## src/rtl/ram_block_copier.sv

```systemverilog
// Block-copy bus master for a single-port RAM: alternates RD/WR cycles, one byte per two clocks.
// Optional RAM_COPY_CSUM_EN macro adds an 8-bit running sum of written bytes on csum_o.
module ram_block_copier #(
  parameter int ADDR_W = 7,
  parameter int DATA_W = 8
) (
  input  logic              clk_i,
  input  logic              rst_ni,
  input  logic              start_i,
  input  logic              abort_i,
  input  logic [ADDR_W-1:0] src_i,
  input  logic [ADDR_W-1:0] dst_i,
  input  logic [7:0]        len_i,
  output logic              busy_o,
  output logic              done_o,
  output logic [ADDR_W-1:0] ram_addr_o,
  output logic [DATA_W-1:0] ram_data_o,
  output logic              ram_en_o,
  input  logic [DATA_W-1:0] ram_q_i,
  output logic [7:0]        csum_o,
  output logic [1:0]        state_o
);

  typedef enum logic [1:0] {
    S_IDLE = 2'd0,
    S_RD   = 2'd1,
    S_WR   = 2'd2,
    S_DONE = 2'd3
  } state_e;

  state_e            state_q;
  logic [ADDR_W-1:0] sp_q;
  logic [ADDR_W-1:0] dp_q;
  logic [7:0]        cnt_q;
  logic [DATA_W-1:0] buf_q;
  logic              start_ok;

  // abort in IDLE wins over start, so the request is simply dropped
  assign start_ok = (state_q == S_IDLE) && start_i && !abort_i;

  always_ff @(posedge clk_i or negedge rst_ni) begin
    if (!rst_ni) begin
      state_q <= S_IDLE;
      sp_q    <= '0;
      dp_q    <= '0;
      cnt_q   <= '0;
      buf_q   <= '0;
    end else begin
      case (state_q)
        S_IDLE: begin
          if (start_ok) begin
            sp_q    <= src_i;
            dp_q    <= dst_i;
            cnt_q   <= len_i;
            state_q <= (len_i != 8'd0) ? S_RD : S_DONE;
          end
        end
        S_RD: begin
          buf_q   <= ram_q_i;
          state_q <= abort_i ? S_IDLE : S_WR;
        end
        S_WR: begin
          // the RAM write lands on this edge even when abort is high
          sp_q  <= sp_q + 1'b1;
          dp_q  <= dp_q + 1'b1;
          cnt_q <= cnt_q - 8'd1;
          if (abort_i)             state_q <= S_IDLE;
          else if (cnt_q > 8'd1)   state_q <= S_RD;
          else                     state_q <= S_DONE;
        end
        S_DONE:  state_q <= S_IDLE;
        default: state_q <= S_IDLE;
      endcase
    end
  end

  assign busy_o     = (state_q != S_IDLE);
  assign done_o     = (state_q == S_DONE);
  assign ram_en_o   = (state_q == S_WR);
  assign ram_addr_o = (state_q == S_RD) ? sp_q : (state_q == S_WR) ? dp_q : '0;
  assign ram_data_o = (state_q == S_WR) ? buf_q : '0;
  assign state_o    = state_q;

`ifdef RAM_COPY_CSUM_EN
  logic [7:0] csum_q;
  logic [7:0] csum_d;

  assign csum_d = csum_q + 8'(buf_q);

  always_ff @(posedge clk_i or negedge rst_ni) begin
    if (!rst_ni) begin
      csum_q <= '0;
    end else if (start_ok) begin
      csum_q <= '0;
    end else if (state_q == S_WR) begin
      csum_q <= csum_d;
    end
  end

  assign csum_o = csum_q;
`else
  assign csum_o = 8'd0;
`endif

endmodule

```

## config.mk

```make
export PLATFORM = sky130hd
export DESIGN_NAME = ram_block_copier
export DESIGN_NICKNAME = d
export VERILOG_FILES = /design/src/rtl/ram_block_copier.sv
export SDC_FILE = /design/constraint.sdc
export NUM_CORES = 1
export LEC_CHECK = 0
export BUFFER_PORTS_ARGS = -buffer_cell sky130_fd_sc_hd__buf_4
export CAP_MARGIN = 20
export CORE_AREA = 3 3 62 64
export CTS_BUF_LIST = sky130_fd_sc_hd__clkbuf_4
export CTS_CLUSTER_DIAMETER = 150
export DETAILED_ROUTE_END_ITERATION = 10
export DIE_AREA = 0 0 65 67
export PLACE_DENSITY = 0.89
export SLEW_MARGIN = 15
export SYNTH_ARGS = -nofsm -noshare
export SYNTH_HDL_FRONTEND = slang
export SYNTH_SLANG_ARGS = --single-unit
```

## constraint.sdc

```tcl
create_clock -name clk_i -period 4.9 [get_ports clk_i]
set_input_delay 0.49 -clock clk_i [delete_from_list [all_inputs] [get_ports clk_i]]
set_output_delay 0.49 -clock clk_i [all_outputs]
set_load 0.01 [all_outputs]
```

After elaboration in Yosys (flattened, before gate mapping)
Index checks and enable logic that the tools add are counted.

Bits in registers: 32. Bits in latches: 0. RAM bits: 0. Bits in read-only memories: 0. Input port bits: 34. Logic and storage cells: 36. Memories: 0.

Add/subtract/negate cells: 3. Multiply operators: 0. Div/mod/pow operators: 0. $lt $le $gt $ge: 1. Eq/ne operators: 4. Shift-type cells: 0. Mux-type cells: 15. Bitwise gates (word level): 0. Reductions and logical operators: 8.

Operator list (count): two-way mux 7 bit (4); one-hot mux 7 bit (2 select lines) (2); two-way mux 8 bit (2); one-hot mux 8 bit (2 select lines) (1); adder 7 x 1 -> 7 bit (second input constant) (2); two-way mux 2 bit (5); greater-than comparator 8 x 1 -> 1 bit (second input constant) (1); one-hot mux 2 bit (4 select lines) (1); nonzero test 8 bit (1); subtractor 8 x 1 -> 8 bit (second input constant) (1); == test 2 bit (second input constant) (2); nonzero test 2 bit (2); == test 2 x 1 -> 1 bit (second input constant) (1); logical AND 1 bit (2); zero test 2 bit (1); != test 2 bit (second input constant) (1); AND reduction 2 bit (1); zero test 1 bit (1).

Depth between registers and ports, before layout
Word-level depth: 5. Gate-level depth with buffers: 6. Gate-level depth less buffers: 6.

Worst setup path before layout
OpenSTA, ideal clock, no wires.

Path type: register to output. Start point: reg state_q[0], in the netlist state_o[0]. End point: out ram_addr_o[0]. Arrival time: 1.410 ns. Setup slack: 3.000 ns. Stages on the path, launching flop included: 6. Cells stage by stage: dfrtp_1 nand2b_1 clkbuf_1 inv_1 clkbuf_1 a22o_1.

Longest elaborated chain between the ends: 3. Elaborated cells on any way between the ends: 4. Those cells by class: 2 x eq/ne; 2 x mux.

RTL lines: start: declaration (RTL line 31) `state_e state_q;`; start signal: assignment (RTL line 55) `state_q <= (len_i != 8'd0) ? S_RD : S_DONE;`; start signal: assignment (RTL line 60) `state_q <= abort_i ? S_IDLE : S_WR;`; == test 2 bit (RTL line 80) `assign ram_addr_o = (state_q == S_RD) ? sp_q : (state_q == S_WR) ? dp_q : '0;`; two-way mux 7 bit (RTL line 80); two-way mux 7 bit * (RTL line 80); end: declaration (RTL line 16) `output logic [ADDR_W-1:0] ram_addr_o,`.

Every way passes the cells marked *; elsewhere a longest branch is shown, timed or not.

Worst setup path after layout
Start point: reg state_q[0], in the netlist state_o[0]. End point: out ram_addr_o[1].

Same word-level chain as after synthesis.

==> flow_summary.html <==
<table>
<tr><th>Metric</th><th>Value</th></tr>
<tr><th colspan="2">Status</th></tr>
<tr><td>Run status</td><td>finished clean</td></tr>
<tr><th colspan="2">Timing</th></tr>
<tr><td>Remaining max-slew budget at the tightest pin</td><td>0.5409</td></tr>
<tr><td>Setup TNS</td><td>0 ps</td></tr>
<tr><td>Actual transition at the worst max-transition pin</td><td>688.7 ps</td></tr>
<tr><td>Final clock skew</td><td>4.491 ps</td></tr>
<tr><td>Finish-stage setup viols</td><td>0</td></tr>
<tr><td>Number of hold violations in the final report</td><td>0</td></tr>
<tr><td>Count of pins over their slew limit</td><td>0</td></tr>
<tr><td>Final period demand of the worst path</td><td>2797 ps</td></tr>
<tr><td>Fraction of the cycle the final worst path needs</td><td>0.5709</td></tr>
<tr><td>Timing-limited maximum frequency</td><td>357.5 MHz</td></tr>
<tr><td>RSZ-0062 raised after global routing</td><td>false</td></tr>
<tr><th colspan="2">Yosys</th></tr>
<tr><td>Yosys warns</td><td>0</td></tr>
<tr><td>Part of the Yosys area used for sequential elements</td><td>0.4417</td></tr>
<tr><td>Count of unique library cells instantiated by Yosys</td><td>42</td></tr>
<tr><td>#FFs+latches synth</td><td>32</td></tr>
<tr><td>Syn Inst Count</td><td>194</td></tr>
<tr><td>Average cell area after synthesis</td><td>9.345 µm²</td></tr>
<tr><td>Cell Area, Synth</td><td>1813 µm²</td></tr>
<tr><th colspan="2">Global route</th></tr>
<tr><td>Antenna violations before repair</td><td>0</td></tr>
<tr><td>Maximum number of pins on one net before global-route repair</td><td>33</td></tr>
<tr><td>Global-route wire length before repair</td><td>7107 µm</td></tr>
<tr><td>Aggregate global routing overflow</td><td>0</td></tr>
<tr><td>Total routing resource utilization after global routing</td><td>0.2150</td></tr>
<tr><td>Number of global-route vias before repair</td><td>1,599</td></tr>
<tr><th colspan="2">Pwr</th></tr>
<tr><td>Cell area power density</td><td>305.8 nW/µm²</td></tr>
<tr><td>Leakage power figure</td><td>0.001050 µW</td></tr>
<tr><td>VDD IR-drop max</td><td>219.8 µV</td></tr>
<tr><td>PnR Total Power</td><td>688.7 µW</td></tr>
<tr><th colspan="2">CTS</th></tr>
<tr><td>Post-CTS setup repair buffer count</td><td>0</td></tr>
<tr><td>CTS Hold Buffers Added</td><td>0</td></tr>
<tr><td>Maximum buffer depth of the clock tree</td><td>2</td></tr>
<tr><td>Sinks on Clock Net</td><td>32</td></tr>
<tr><td>Inserted Clock Buffers</td><td>5</td></tr>
<tr><td>Skew-Pair Late Insertion Delay</td><td>330 ps</td></tr>
<tr><td>Post-CTS Resized</td><td>0</td></tr>
<tr><td>CTS tree</td><td>done</td></tr>
<tr><td>Clock transition time at the flip-flop clock pins of the worst setup and hold paths</td><td>90 ps</td></tr>
<tr><td>H-Tree Level Count</td><td>2</td></tr>
<tr><td>Root buf cell</td><td>clkbuf_4</td></tr>
<tr><th colspan="2">Place</th></tr>
<tr><td>GPL Wtd Cong</td><td>0.8731</td></tr>
<tr><td>Area after DPL</td><td>2202 µm²</td></tr>
<tr><td>HPWL Detailed</td><td>3127 µm</td></tr>
<tr><td>Dpl cells</td><td>282</td></tr>
<tr><td>IO buf count</td><td>53</td></tr>
<tr><th colspan="2">Final layout</th></tr>
<tr><td>Final design area excluding fillers</td><td>2252 µm²</td></tr>
<tr><td>Total of fill cells in the finished design</td><td>298</td></tr>
<tr><td>Number of nets in the layout</td><td>281</td></tr>
<tr><td>Area growth from synthesis to final layout</td><td>24.22%</td></tr>
<tr><td>Ant diodes</td><td>0</td></tr>
<tr><td>Fraction of final layout cells sized beyond drive strength 1</td><td>0.3045</td></tr>
<tr><td>Utilization of the core after routing</td><td>0.6749</td></tr>
<tr><td>Register area</td><td>800.8 µm²</td></tr>
<tr><td>Area occupied by multi-input gates</td><td>915.9 µm²</td></tr>
<tr><td>Post-Layout Cell Count</td><td>289</td></tr>
<tr><th colspan="2">Die</th></tr>
<tr><td>Placement row count</td><td>21</td></tr>
<tr><td>Chip width</td><td>65 µm</td></tr>
<tr><td>Total I/O pin count</td><td>62</td></tr>
<tr><td>Die Area</td><td>4355 µm²</td></tr>
<tr><td>Starting Density</td><td>0.5433</td></tr>
<tr><td>Vertical die dimension</td><td>67 µm</td></tr>
<tr><td>Core box area</td><td>3337 µm²</td></tr>
<tr><th colspan="2">Drt</th></tr>
<tr><td>Wire length on met2</td><td>2067 µm</td></tr>
<tr><td>Vias after detailed routing</td><td>1,600</td></tr>
<tr><td>Uppermost layer routed</td><td>met4</td></tr>
<tr><td>Drt wl/cell</td><td>14.77 µm</td></tr>
<tr><td>Length of routed met3 wiring</td><td>330 µm</td></tr>
<tr><td>Final WL</td><td>4268 µm</td></tr>
<tr><td>Residual DRC</td><td>0</td></tr>
<tr><td>Violation count after the first detailed-route iteration</td><td>79</td></tr>
<tr><td>First-pass detailed-route iteration total</td><td>4</td></tr>
<tr><td>Length of routed wiring on met1</td><td>1813 µm</td></tr>
<tr><td>Via/cell ratio</td><td>5.536</td></tr>
<tr><td>ANT nets after route</td><td>0</td></tr>
<tr><th colspan="2">Setup path</th></tr>
<tr><td>Data arrival, critical path</td><td>2310 ps</td></tr>
<tr><td>Buffers plus inverters on the worst setup path</td><td>2</td></tr>
<tr><td>Endpoint class of the critical path</td><td>primary output</td></tr>
<tr><td>CP top delay family</td><td>buffers and inverters</td></tr>
<tr><td>Critical register-to-register path startpoint</td><td>state_o[1]</td></tr>
<tr><td>Startpoint of the worst setup timing path</td><td>state_o[0]</td></tr>
<tr><td>Required arrival time at the worst endpoint</td><td>4410 ps</td></tr>
<tr><td>Cell with the largest stage delay on the worst path</td><td>dfrtp_1</td></tr>
<tr><td>Critical Path, Cell by Cell</td><td>nand2b_1 -&gt; inv_1 -&gt; a22o_1 -&gt; buf_4</td></tr>
<tr><td>Critical path class</td><td>reg -&gt; out</td></tr>
<tr><td>Delay of the slowest cell on the worst path</td><td>510 ps</td></tr>
<tr><td>Largest fanout on the critical path</td><td>23</td></tr>
<tr><td>Worst R2R Setup Slack</td><td>2610 ps</td></tr>
<tr><td>Endpoint of the most critical register-to-register path</td><td>sp_q[4]</td></tr>
<tr><td>Worst Reg2Reg Path Length in Cells</td><td>4</td></tr>
<tr><td>Type of element launching the critical path</td><td>flip-flop</td></tr>
<tr><th colspan="2">Worst hold path</th></tr>
<tr><td>Hold WC Path Type</td><td>in -&gt; async</td></tr>
<tr><th colspan="2">Flow run</th></tr>
<tr><td>Count of max-cap constraint violations</td><td>0</td></tr>
</table>
-- metal layers --
layer / track usage / vias up
met2: 0.3499 / 51
li1: - / 787
met4: 0.07652 / 0
met3: 0.08263 / 5
met1: 0.2585 / 757
met5: 0 / -
-- power breakdown --
| group | switching (µW) | internal [µW] |
|---|---|---|
| clock network | 83.0 | 58.3 |
| registers | 54.0 | 317 |
| logic | 87.6 | 89.1 |
-- synthesized netlist by cell type --
cell | instances | area [µm²]
a211o_1 | 1 | 8.760
a211oi_1 | 6 | 45.04
a21o_1 | 1 | 7.510
a21oi_1 | 7 | 35.03
a221o_1 | 3 | 30.03
a22o_1 | 6 | 52.55
a22oi_1 | 1 | 7.510
a311oi_1 | 2 | 17.52
a31oi_1 | 2 | 12.51
a32oi_1 | 1 | 8.760
and2_1 | 9 | 56.30
and2b_1 | 1 | 7.510
and3_1 | 1 | 6.260
buf_2 | 4 | 20.02
buf_4 | 8 | 60.06
clkbuf_1 | 7 | 26.28
conb_1 | 1 | 3.750
dfrtp_1 | 32 | 800.8
ha_1 | 4 | 50.05
inv_1 | 6 | 22.52
mux2_2 | 8 | 90.09
mux2i_1 | 1 | 10.01
nand2_1 | 19 | 71.32
nand2b_1 | 1 | 6.260
nand3_1 | 6 | 30.03
nand3b_1 | 1 | 7.510
nor2_1 | 18 | 67.56
nor3_1 | 10 | 50.05
nor3_2 | 1 | 10.01
nor3b_1 | 1 | 7.510
nor4_1 | 4 | 25.02
nor4_4 | 1 | 21.27
nor4b_1 | 1 | 8.760
o211ai_1 | 3 | 22.52
o21ai_0 | 6 | 30.03
o22ai_1 | 2 | 12.51
o311ai_0 | 1 | 8.760
o32ai_1 | 1 | 8.760
or2_2 | 2 | 12.51
or3_1 | 1 | 6.260
or4_1 | 1 | 7.510
or4b_1 | 2 | 20.02
-- cell usage in the layout (no fill, tap or decap), types with 2 or more instances in the layout --
cell	netlist	final
a211oi_1	6	6
a21oi_1	7	7
a221o_1	3	3
a22o_1	6	6
a311oi_1	2	2
a31oi_1	2	2
and2_1	9	9
buf_4	8	54
clkbuf_4	0	6
conb_1	1	8
dfrtp_1	32	32
ha_1	4	4
inv_1	6	6
mux2_2	8	8
nand2_1	19	19
nand3_1	6	6
nor2_1	18	18
nor3_1	10	10
nor4_1	4	4
o211ai_1	3	3
o21ai_0	6	6
o22ai_1	2	2
or2_2	2	2
or4b_1	2	2
-- worst max-delay path by stage --
stage,depth (start not counted),slack [ps],end
6_report,4,2100,ram_addr_o[1]
5_1_grt,4,1900,ram_addr_o[6]
4_1_cts,4,2080,ram_addr_o[1]
3_5_place_dp,4,2470,ram_addr_o[6]
3_3_place_gp,4,2530,ram_addr_o[1]
2_1_floorplan,5,3000,ram_addr_o[0]
-- worst register-to-register path: stages (launching register included) --
cell     delay, ps
dfrtp_1        490
or4b_1         910
nand2_1        320
o21ai_0        150
a221o_1        310
-- state kept, by name, summed over array words and instances, names as in the netlist --
name and count:
cnt_q 8, buf_q 8, sp_q 7, dp_q 7, state_o 2
-- per-stage QoR --
step / setup WS (ps) / hold slack (ps)
2_1_floorplan: 3000 / 194.4
3_3_place_gp: 2529 / 453.8
3_5_place_dp: 2467 / 450.9
4_1_cts: 2079 / 86.90
5_1_grt: 1902 / 89.27
6_report: 2103 / 75.38
-- cell families after synthesis --
kind of cell / synth area share
AO/OA/AOI/OAI: 0.1698
AND/OR/NAND/NOR: 0.2326
multiplexers: 0.05521
buffers and inverters: 0.07109
other: 0.002068
adder cells (fa/ha/maj): 0.02761
flip-flops: 0.4417
-- cell type report --
type | count | area share
Timing Repair Buffer | 54 | 0.1800
Tap cell | 46 | 0.02556
Sequential cell | 32 | 0.3556
Inverter | 6 | 0.01000
Clock inverter | 1 | 0.002222
Multi-Input combinational cell | 144 | 0.4067
Clock buffer | 6 | 0.02000
No activity file was read; power rests on OpenSTA's default activity.
